[src/rtl/mul_pkg.sv]
// rtl/mul_pkg.sv - shared types and constants for the sequential multiplier
package mul_pkg;

   localparam int WIDTH_DEF = 32;

   // Counter width for a given operand width, never narrower than one bit
   function automatic int cnt_w(input int w);
      return (w > 1) ? $clog2(w) : 1;
   endfunction

   localparam int CNT_W = cnt_w(WIDTH_DEF);

   typedef enum logic [1:0] {
      IDLE = 2'd0,
      CALC = 2'd1,
      FIX  = 2'd2,
      DONE = 2'd3
   } state_t;

endpackage

[src/rtl/mul_seq_if.sv]
// rtl/mul_seq_if.sv - request/result bundle between the ALU controller and the multiplier
interface mul_seq_if
   import mul_pkg::*;
#(
   parameter int WIDTH = WIDTH_DEF
);
   logic             start;
   logic [WIDTH-1:0] A;
   logic [WIDTH-1:0] B;
   logic             sign;
   logic             busy;
   logic             done;
   logic [WIDTH-1:0] hi;
   logic [WIDTH-1:0] lo;
   logic             Z;
   logic             N;
   logic             C;
   logic             V;

   modport master (
      output start, A, B, sign,
      input  busy, done, hi, lo, Z, N, C, V
   );

   modport slave (
      input  start, A, B, sign,
      output busy, done, hi, lo, Z, N, C, V
   );
endinterface

[src/rtl/mag_abs.sv]
// rtl/mag_abs.sv - conditional two's-complement magnitude of one operand
module mag_abs #(
   parameter int WIDTH = 32
) (
   input  logic [WIDTH-1:0] in_val,
   input  logic             sign,
   output logic [WIDTH-1:0] mag,
   output logic             in_neg
);

   // Negate only signed negative inputs; the most-negative value maps to 2^(WIDTH-1) as unsigned
   always_comb begin
      in_neg = sign & in_val[WIDTH-1];
      mag    = in_neg ? (~in_val + WIDTH'(1)) : in_val;
   end

endmodule

[src/rtl/mul_seq.sv]
// rtl/mul_seq.sv - shift-add multiplier with start/busy/done handshake and ALU flags
module mul_seq
   import mul_pkg::*;
#(
   parameter int WIDTH = WIDTH_DEF
) (
   input  logic        clk,
   input  logic        reset,
   mul_seq_if.slave    bus
);

   localparam int CW = cnt_w(WIDTH);
   localparam int PW = 2 * WIDTH;

   state_t            state_q, state_d;
   logic [CW-1:0]     cnt_q, cnt_d;
   logic [PW-1:0]     mcand_q, mcand_d;
   logic [WIDTH-1:0]  mplier_q, mplier_d;
   logic [PW-1:0]     acc_q, acc_d;
   logic              neg_q, neg_d;
   logic              sign_q, sign_d;
   logic [WIDTH-1:0]  hi_q, hi_d;
   logic [WIDTH-1:0]  lo_q, lo_d;
   logic              z_q, z_d;
   logic              n_q, n_d;
   logic              c_q, c_d;
   logic              v_q, v_d;

   logic [WIDTH-1:0]  a_mag, b_mag;
   logic              a_neg, b_neg;
   logic [PW-1:0]     prod;
   logic [WIDTH-1:0]  prod_hi, prod_lo;

   mag_abs #(.WIDTH(WIDTH)) u_abs_a (
      .in_val (bus.A),
      .sign   (bus.sign),
      .mag    (a_mag),
      .in_neg (a_neg)
   );

   mag_abs #(.WIDTH(WIDTH)) u_abs_b (
      .in_val (bus.B),
      .sign   (bus.sign),
      .mag    (b_mag),
      .in_neg (b_neg)
   );

   // Signed fix-up of the magnitude product: one full-width negation
   always_comb begin
      prod    = neg_q ? (~acc_q + PW'(1)) : acc_q;
      prod_hi = prod[PW-1:WIDTH];
      prod_lo = prod[WIDTH-1:0];
   end

   // Next-state, datapath step and result capture
   always_comb begin
      state_d  = state_q;
      cnt_d    = cnt_q;
      mcand_d  = mcand_q;
      mplier_d = mplier_q;
      acc_d    = acc_q;
      neg_d    = neg_q;
      sign_d   = sign_q;
      hi_d     = hi_q;
      lo_d     = lo_q;
      z_d      = z_q;
      n_d      = n_q;
      c_d      = c_q;
      v_d      = v_q;

      unique case (state_q)
         IDLE: begin
            if (bus.start) begin
               mcand_d  = {{WIDTH{1'b0}}, a_mag};
               mplier_d = b_mag;
               neg_d    = a_neg ^ b_neg;
               sign_d   = bus.sign;
               acc_d    = '0;
               cnt_d    = '0;
               state_d  = CALC;
            end
         end
         CALC: begin
            if (mplier_q[0]) begin
               acc_d = acc_q + mcand_q;
            end
            mcand_d  = mcand_q << 1;
            mplier_d = mplier_q >> 1;
            cnt_d    = cnt_q + CW'(1);
            if (cnt_q == CW'(WIDTH - 1)) begin
               state_d = FIX;
            end
         end
         FIX: begin
            hi_d    = prod_hi;
            lo_d    = prod_lo;
            z_d     = (prod == '0);
            n_d     = sign_q & prod[PW-1];
            v_d     = sign_q ? (prod_hi != {WIDTH{prod_lo[WIDTH-1]}}) : (prod_hi != '0);
            c_d     = ~sign_q & (prod_hi != '0);
            state_d = DONE;
         end
         DONE: begin
            state_d = IDLE;
         end
         default: begin
            state_d = IDLE;
         end
      endcase
   end

   // State and datapath registers; reset aborts any operation in flight
   always_ff @(posedge clk or posedge reset) begin
      if (reset) begin
         state_q  <= IDLE;
         cnt_q    <= '0;
         mcand_q  <= '0;
         mplier_q <= '0;
         acc_q    <= '0;
         neg_q    <= 1'b0;
         sign_q   <= 1'b0;
         hi_q     <= '0;
         lo_q     <= '0;
         z_q      <= 1'b0;
         n_q      <= 1'b0;
         c_q      <= 1'b0;
         v_q      <= 1'b0;
      end else begin
         state_q  <= state_d;
         cnt_q    <= cnt_d;
         mcand_q  <= mcand_d;
         mplier_q <= mplier_d;
         acc_q    <= acc_d;
         neg_q    <= neg_d;
         sign_q   <= sign_d;
         hi_q     <= hi_d;
         lo_q     <= lo_d;
         z_q      <= z_d;
         n_q      <= n_d;
         c_q      <= c_d;
         v_q      <= v_d;
      end
   end

   // Handshake decodes straight from the state; results come from held registers
   always_comb begin
      bus.busy = (state_q == CALC) || (state_q == FIX);
      bus.done = (state_q == DONE);
      bus.hi   = hi_q;
      bus.lo   = lo_q;
      bus.Z    = z_q;
      bus.N    = n_q;
      bus.C    = c_q;
      bus.V    = v_q;
   end

endmodule
[src/flat_wrapper.sv]
// flat-port wrapper written by rule: the top's interface ports become plain ports
module mul_seq_flat import mul_pkg::*;
#(
   parameter int WIDTH = WIDTH_DEF
)
  (clk, reset, bus_start, bus_A, bus_B, bus_sign, bus_busy, bus_done, bus_hi, bus_lo, bus_Z, bus_N, bus_C, bus_V);
  mul_seq_if #(.WIDTH(WIDTH)) bus_i ();
  input  logic clk;
  input  logic reset;
  input wire logic [$bits(bus_i.start)-1:0] bus_start;
  input wire logic [$bits(bus_i.A)-1:0] bus_A;
  input wire logic [$bits(bus_i.B)-1:0] bus_B;
  input wire logic [$bits(bus_i.sign)-1:0] bus_sign;
  output wire logic [$bits(bus_i.busy)-1:0] bus_busy;
  output wire logic [$bits(bus_i.done)-1:0] bus_done;
  output wire logic [$bits(bus_i.hi)-1:0] bus_hi;
  output wire logic [$bits(bus_i.lo)-1:0] bus_lo;
  output wire logic [$bits(bus_i.Z)-1:0] bus_Z;
  output wire logic [$bits(bus_i.N)-1:0] bus_N;
  output wire logic [$bits(bus_i.C)-1:0] bus_C;
  output wire logic [$bits(bus_i.V)-1:0] bus_V;
  assign bus_i.start = bus_start;
  assign bus_i.A = bus_A;
  assign bus_i.B = bus_B;
  assign bus_i.sign = bus_sign;
  assign bus_busy = bus_i.busy;
  assign bus_done = bus_i.done;
  assign bus_hi = bus_i.hi;
  assign bus_lo = bus_i.lo;
  assign bus_Z = bus_i.Z;
  assign bus_N = bus_i.N;
  assign bus_C = bus_i.C;
  assign bus_V = bus_i.V;
  mul_seq #(.WIDTH(WIDTH)) u_core (.clk(clk), .reset(reset), .bus(bus_i));
endmodule
[config.mk]
export PLATFORM = sky130hd
export DESIGN_NAME = mul_seq_flat
export DESIGN_NICKNAME = d
export VERILOG_FILES = /design/src/rtl/mul_pkg.sv /design/src/rtl/mul_seq_if.sv /design/src/rtl/mag_abs.sv /design/src/rtl/mul_seq.sv /design/src/flat_wrapper.sv
export SDC_FILE = /design/constraint.sdc
export NUM_CORES = 1
export LEC_CHECK = 0
export ABC_CLOCK_PERIOD_IN_PS = 7700
export CAP_MARGIN = 20
export CORE_MARGIN = 4
export CORE_UTILIZATION = 54
export DETAILED_ROUTE_END_ITERATION = 16
export PLACE_DENSITY = 0.78
export SYNTH_ARGS = -nofsm -noshare
export SYNTH_HDL_FRONTEND = slang
export SYNTH_SLANG_ARGS = --single-unit
[constraint.sdc]
create_clock -name clk -period 7.7 [get_ports clk]
set_input_delay 1.155 -clock clk [delete_from_list [all_inputs] [get_ports clk]]
set_output_delay 1.155 -clock clk [all_outputs]
set_load 0.02 [all_outputs]
==> run summary, run 1 <==
Ant. Diodes -> 0
Clock network power share -> 18.9%
Starting Density -> 55.2%
DP HPWL -> 30200 um
Antenna violations before repair -> 0
Sw Ratio -> 45.1%
Register-to-Register Path Depth -> 14
Number of CTS-inserted buffers -> 27
Rows -> 62
Slew HR -> 27.5%
# nets final -> 2109
Gpl congestion -> 0.982
Cells after Synth -> 1890
Syn Area/Cell -> 8.42 um2
Power Dens Cells -> 399 mW/mm2
RR Startpoint -> u_core.acc_q[0]
Fillers -> 2442
Worst setup EP type -> flop
Hold depth -> 2
Post-synth EDFFs -> 0
# setup viols final -> 0
Post-synth top area share -> 37.3%
Synth-to-Final Area Change -> 16.3%
Synth Register Bits -> 237
Die width -> 180 um
Sequential share of the synthesized area -> 37.3%
Seq pwr share -> 28.9%
Via/cell ratio -> 5.98
Comb pwr share -> 52.1%
Cts repair resizes -> 0
Synth Warn # -> 0
Core area -> 0.0289 mm2
Port bufs -> 137
Max Fclk -> 0.231 GHz
Hold EP -> u_core.mplier_q[7]
Clock Pin Slew Worst Setup and Hold Paths -> 0.07 ns
Peak VDD IR -> 0.346 mV
Switch Pwr -> 3330 uW
Worst Path Required -> 8.11 ns
Synth area leaders -> dfrtp_1 37%, a21oi_1 6.6%, o21ai_0 6.1%
Maxcap violations -> 0
Worst slew pin tran -> 1.06 ns
Placed Area -> 0.0175 mm2
Fin area -> 0.0185 mm2
Synthesized cell area -> 0.0159 mm2
Routed WL -> 40400 um
Worst Hold Class -> reg2reg
Top FF cell, synth -> dfrtp_1
Largest net degree at the start of global routing -> 155
Clock skew -> 0.0125 ns
Power Internal -> 4060 uW
Syn Nets -> 2032
DRC errors left -> 0
CTS Hold Bufs -> 0
Outcome -> completed
Finished Layout Cells -> 2371
R2R Path End -> u_core.acc_q[34]
Number of setup buffers added after CTS -> 0
Setup slack, reg-to-reg -> 3.36 ns
Crit Path Max Fanout -> 6
Initial DRC count -> 1263
CTS Sinks -> 237
RSZ-0062 raised after global routing -> false
H-tree depth -> 1
Routed WL per cell -> 17.0 um
Via Count -> 14.2k
Synth unique cells -> 84
Root Driver -> clkbuf_16
Arr. time, crit path -> 4.75 ns
Hold WS -> 0.484 ns
Post-synth ARST share -> 100%
Grt ovf -> 0
Count of pins over their slew limit -> 0
Static leakage -> 0.00808 uW
Die area -> 0.0323 mm2
HP Start -> u_core.mplier_q[7]
DRT Pass-1 Iters -> 5
Bufs on Longest Clock Path -> 3
Ports -> 138
Leading area contributor after synthesis -> dfrtp_1
WS Path Type -> reg2reg
CTS tree -> built
Post-route ant nets -> 0
Fin. Hold Viols -> 0
Vias in the first global route -> 13.3k
Startpoint Class -> flop
Die H -> 180 um
Tmin final -> 4.34 ns
Crit share post-route -> 56.3%
Placed insts -> 2321
Share of layout cells above drive strength 1 -> 5.23%
Total negative slack -> 0 ns
Global Route Usage Sum -> 24.2%
First-pass GRT wire length -> 67600 um
Clock latency on the worst-skew pair -> 0.54 ns
## kinds of logic (layout without fill, tap and decap cells)
logic type	count (synthesis)	in the layout	synth area share (%)
adders and majority gates	74	74	5.86
xor gates and xnor gates	175	175	9.63
and+or+nand+nor	620	620	18.7
muxes	11	11	0.731
AOI/OAI and AO/OA	632	632	24.4
buffers and inverters	141	238	3.44
DFF	237	237	37.3
## worst max-delay path: stages, from the launching register on
cell and delay, ns:
dfrtp_1 0.46, ha_1 0.28, inv_1 0.08, fa_1 0.20, nor2b_1 0.06, o31a_1 0.28, o2111a_1 0.27, o211ai_1 0.29
a2111oi_0 0.17, a211oi_1 0.42, nor3_1 0.12, a2111oi_0 0.94, o21ai_0 0.27, xor2_1 0.19, a22o_1 0.20
## Yosys cell counts, drive strengths merged, types with 3 or more instances
cell type  instances
mux2i              6
o41ai             12
inv               40
a211oi            11
and3              14
a2111oi            3
xnor2             76
dfrtp            237
o21bai            11
ha                73
or2                7
o21a              13
nand2b            17
nor3              37
a22oi              3
xor2              99
a311oi             3
o21ai            196
a31oi             17
a211o              3
nor2             185
o31ai             41
and2              11
nor4              18
a21o              32
nand2            213
nor2b              9
a21oi            209
nand3             26
a22o              39
or4               15
nand4             28
clkbuf            88
a32oi              3
o211ai             8
buf               12
or3               31
o22ai              5
mux2               5
and4               3
## power groups by stage
stage / clock network (uW) / registers, uW / logic [uW]
finish: 1400 / 2140 / 3850
detailed placement: 0 / 2150 / 3810
CTS: 1420 / 2130 / 3830
global placement: 0 / 2120 / 3720
floorplan: 0 / 2170 / 2620
global route: 1480 / 2200 / 4280
## layer usage
metal  GRT usage, %  wire (um)  part of all wire [%]
met2           36.6      17300                    43
met3           3.86       2750                   6.8
met5              0          0                     0
met1           36.6      19500                    48
met4           5.97        894                   2.2
## metrics by stage
step | setup WS [ns] | total power, uW | utilization [%]
floorplan | 0.0420 | 4800 | -
global placement | 3.14 | 5840 | 60.7
detailed placement | 3.04 | 5960 | 60.7
CTS | 3.45 | 7380 | 64.1
global route | 3.03 | 7950 | 64.2
finish | 3.36 | 7390 | 64.2
## how the worst max path moves through the flow
stage                     from             endpoint  slack (ns)  cells past startpoint
6_report       u_core.acc_q[0]     u_core.acc_q[34]        3.36                     14
5_1_grt        u_core.acc_q[0]     u_core.acc_q[34]        3.03                     14
4_1_cts        u_core.acc_q[2]         u_core.bus.V        3.45                     11
3_5_place_dp          bus_B[8]  u_core.mplier_q[29]        3.04                     12
3_3_place_gp          bus_B[8]  u_core.mplier_q[29]        3.14                     12
2_1_floorplan            reset      u_core.acc_q[0]        0.04                      1
## cells in the final DEF (no fill, tap or decap), types with 27 or more instances in the layout
master	count
or3_1	30
nor2_1	183
clkbuf_16	27
a22o_1	39
a21oi_1	209
o31ai_1	36
o21ai_0	192
ha_1	71
a21o_1	32
dfrtp_1	236
clkdlybuf4s50_1	137
nor3_1	32
inv_1	39
nand2_1	213
xnor2_1	76
xor2_1	99
## flip-flops by register name, indices dropped and copies added (netlist names)
name             count
u_core.bus.lo       32
u_core.mcand_q      64
u_core.bus.V         1
u_core.state_q       2
u_core.bus.C         1
u_core.mplier_q     32
u_core.bus.N         1
u_core.bus.Z         1
u_core.neg_q         1
u_core.cnt_q         5
u_core.sign_q        1
u_core.acc_q        64
u_core.bus.hi       32
## cell type report
cell class | instances | area, um2 | area share (%)
clock inverters | 13 | 221 | 1.20
multi-input cells | 1512 | 9490 | 51.3
repair buffers | 148 | 1480 | 7.99
inverters | 41 | 161 | 0.872
flip-flops and latches | 237 | 5930 | 32.0
clock buffers | 36 | 749 | 4.05
well taps | 384 | 480 | 2.60
(Power assumes the default switching activity.)
==> run 2, diff against run 1 <==
--- a/config.mk
+++ b/config.mk
@@ -5,7 +5,7 @@
 export SDC_FILE = /design/constraint.sdc
 export NUM_CORES = 1
 export LEC_CHECK = 0
-export ABC_CLOCK_PERIOD_IN_PS = 7700
+export ABC_CLOCK_PERIOD_IN_PS = 3700
 export CAP_MARGIN = 20
 export CORE_MARGIN = 4
 export CORE_UTILIZATION = 54
==> constraint.sdc (replaced) <==
create_clock -name clk -period 3.7 [get_ports clk]
set_input_delay 0.555 -clock clk [delete_from_list [all_inputs] [get_ports clk]]
set_output_delay 0.555 -clock clk [all_outputs]
set_load 0.02 [all_outputs]
==> run summary, run 2 (synthesis gave the netlist of run 1 again) <==
Outcome -> finished with violations
Failing checks -> setup timing
Sw Ratio -> 45.2% (+0.18 points)
Maxcap violations -> 0 (unchanged)
Fin worst setup slack -> -0.0119 ns (-3.37 ns)
Slew HR -> 39.7% (+12 points)
Crit share post-route -> 100% (+44 points)
Number of CTS-inserted buffers -> 27 (unchanged)
Reg area -> 0.00593 mm2 (about the same)
Synth-to-Final Area Change -> 24.6%
Crit Path Max Fanout -> 5 (-1)
Count of pins over their slew limit -> 0 (unchanged)
Arr. time, crit path -> 4.09 ns (-0.66 ns)
Seq pwr share -> 25.6% (-3.3 points)
DRC errors left -> 0 (unchanged)
Clock skew -> 0.00930 ns (-0.00319 ns)
First-pass GRT wire length -> 72700 um (+7.6%)
Startpoint Class -> flop
Switch Pwr -> 7380 uW (+120%)
Clock latency on the worst-skew pair -> 0.54 ns (about the same)
Clock Pin Slew Worst Setup and Hold Paths -> 0.06 ns (about the same)
Tmin final -> 3.71 ns (-0.625 ns)
Fin util -> 68.7% (+4.6 points)
Die area -> 0.0323 mm2 (unchanged)
Max Fclk -> 0.269 GHz (+17%)
Via Count -> 15.2k (+7.0%)
Clock network power share -> 16.1% (-2.8 points)
Finished Layout Cells -> 2529 (+6.7%)
# setup viols final -> 1 (+1)
Global Route Usage Sum -> 26.3% (+2.1 points)
Vias in the first global route -> 14.2k (+7.0%)
Antenna violations before repair -> 1 (+1)
# nets final -> 2266 (+7.4%)
Routed WL per cell -> 17.5 um (+2.8%)
Worst Hold Class -> in2async
Post-route ant nets -> 0 (unchanged)
Ant. Diodes -> 0 (unchanged)
Via/cell ratio -> 6.00 (+0.33%)
Setup slack, reg-to-reg -> -0.01 ns (-3.37 ns)
Largest registers -> u_core.acc_q: 64 flops, u_core.mcand_q: 64 flops
Initial DRC count -> 1241 (-1.7%)
Grt ovf -> 0 (unchanged)
Core area -> 0.0289 mm2 (unchanged)
WS Path Type -> reg2reg
Gpl congestion -> 0.925 (-5.8%)
Fillers -> 2353 (-3.6%)
CTS tree -> built
DRT Pass-1 Iters -> 7 (+2)
Root Driver -> clkbuf_16
Die H -> 180 um (unchanged)
Rows -> 62 (unchanged)
DP HPWL -> 33600 um (+11%)
Worst Path Required -> 4.08 ns (-4.03 ns)
Worst slew pin tran -> 0.901 ns (-0.159 ns)
Comb pwr share -> 58.4% (+6.3 points)
Most common cell after layout, fill and taps aside -> dfrtp_1
Starting Density -> 55.2% (unchanged)
Multi-input gate area in the final layout -> 0.00967 mm2 (+1.9%)
Die width -> 180 um (unchanged)
H-tree depth -> 1 (unchanged)
Static leakage -> 0.00884 uW (+9.3%)
Worst setup EP type -> flop
Placed insts -> 2457 (+5.9%)
Routed WL -> 44300 um (+9.6%)
Share of layout cells above drive strength 1 -> 13.6% (+8.4 points)
Most frequent cells in the layout -> 235 x dfrtp_1, 213 x nand2_1, 209 x a21oi_1
Fin. Hold Viols -> 0 (unchanged)
Port bufs -> 137 (unchanged)
Bufs on Longest Clock Path -> 3 (unchanged)
Power Internal -> 8930 uW (+120%)
CTS Sinks -> 237 (unchanged)
RSZ-0062 raised after global routing -> true
Power Dens Cells -> 822 mW/mm2 (+110%)
Peak VDD IR -> 0.880 mV (+150%)
Largest net degree at the start of global routing -> 93 (-40%)
Ports -> 138 (unchanged)
-- run 2: cell types whose count changed in the layout (fill, tap and decap cells not counted), moves of 3 or more --
cell,before,now
inv_6,0,3
buf_12,2,5
buf_4,9,162
o21ai_0,192,188
a31oi_4,0,3
nor4_1,16,13
bufinv_16,6,2
nor4_2,1,4
clkinv_2,5,9
clkinvlp_4,1,4
o31ai_1,36,31
a31oi_1,17,14
o31ai_2,5,8
-- run 2: cell type report --
| cell class | instances | area share [%] |
|---|---|---|
| multi-input cells | 1512 | 48.8 |
| clock buffers | 33 | 3.62 |
| repair buffers | 305 | 13.7 |
| inverters | 41 | 0.795 |
| flip-flops and latches | 237 | 29.9 |
| clock inverters | 17 | 0.776 |
| well taps | 384 | 2.42 |
-- run 2: routing by layer --
| metal | global-route usage [%] | wire length [um] | up-vias |
|---|---|---|---|
| li1 | - | - | 7288 |
| met1 | 38.4 | 20400 | 7214 |
| met2 | 40.8 | 19600 | 579 |
| met3 | 3.86 | 2980 | 97 |
| met4 | 7.80 | 1250 | 0 |
| met5 | 0 | 0 | - |
-- run 2: power groups by stage --
| stage | clock, uW | combinational (uW) | sequential [uW] |
|---|---|---|---|
| 6_report | 2620 | 9510 | 4170 |
| 5_1_grt | 2790 | 10400 | 4260 |
| 4_1_cts | 2660 | 9130 | 4150 |
| 3_5_place_dp | 0 | 8980 | 4190 |
| 3_3_place_gp | 0 | 8770 | 4160 |
| 2_1_floorplan | 0 | 5460 | 4520 |
-- run 2: final timing paths --
| kind | from | end | cells past startpoint |
|---|---|---|---|
| max | u_core.acc_q[13] | u_core.bus.V | 12 |
| max in group asynchronous | reset | u_core.acc_q[51] | 4 |
| min reg2reg | u_core.mplier_q[22] | u_core.mplier_q[22] | 2 |
| min | reset | u_core.acc_q[1] | 2 |
| max reg2reg | u_core.acc_q[13] | u_core.bus.V | 12 |
| min in group clk | u_core.mplier_q[22] | u_core.mplier_q[22] | 2 |
-- run 2: what timing repair did --
action,4_1_cts,5_1_grt
endpoints found under the setup margin,3,12
cloned,0,0
gates resized for setup,5,37
pin swaps,15,23
buffers inserted,10,10
hold buffers,0,0
-- run 2: per-stage QoR --
step | hold slack, ns | TNS, ns | setup WS [ns] | power, uW | area, um2
after global placement | 0.457 | 0 | 0.0265 | 12900 | 18600
final | 0.354 | -0.0119 | -0.0119 | 16300 | 19800
after detailed placement | 0.472 | -0.106 | -0.0408 | 13200 | 18600
after floorplan | 0.445 | 0 | 0.0391 | 9990 | 15900
after global routing | 0.382 | -0.603 | -0.163 | 17500 | 19800
after CTS | 0.485 | 0 | 0.00114 | 15900 | 19500
-- run 2: worst max-delay path: stages (launching register included) --
cell      delay (ns)
dfrtp_1         0.38
or4_4           0.60
nor4_4          0.30
buf_4           0.20
nand3_2         0.11
o31ai_2         0.28
xor2_1          0.21
and4_1          0.21
nand4_1         0.10
or4_4           0.43
or4_4           0.54
nor2_1          0.10
a221oi_1        0.08
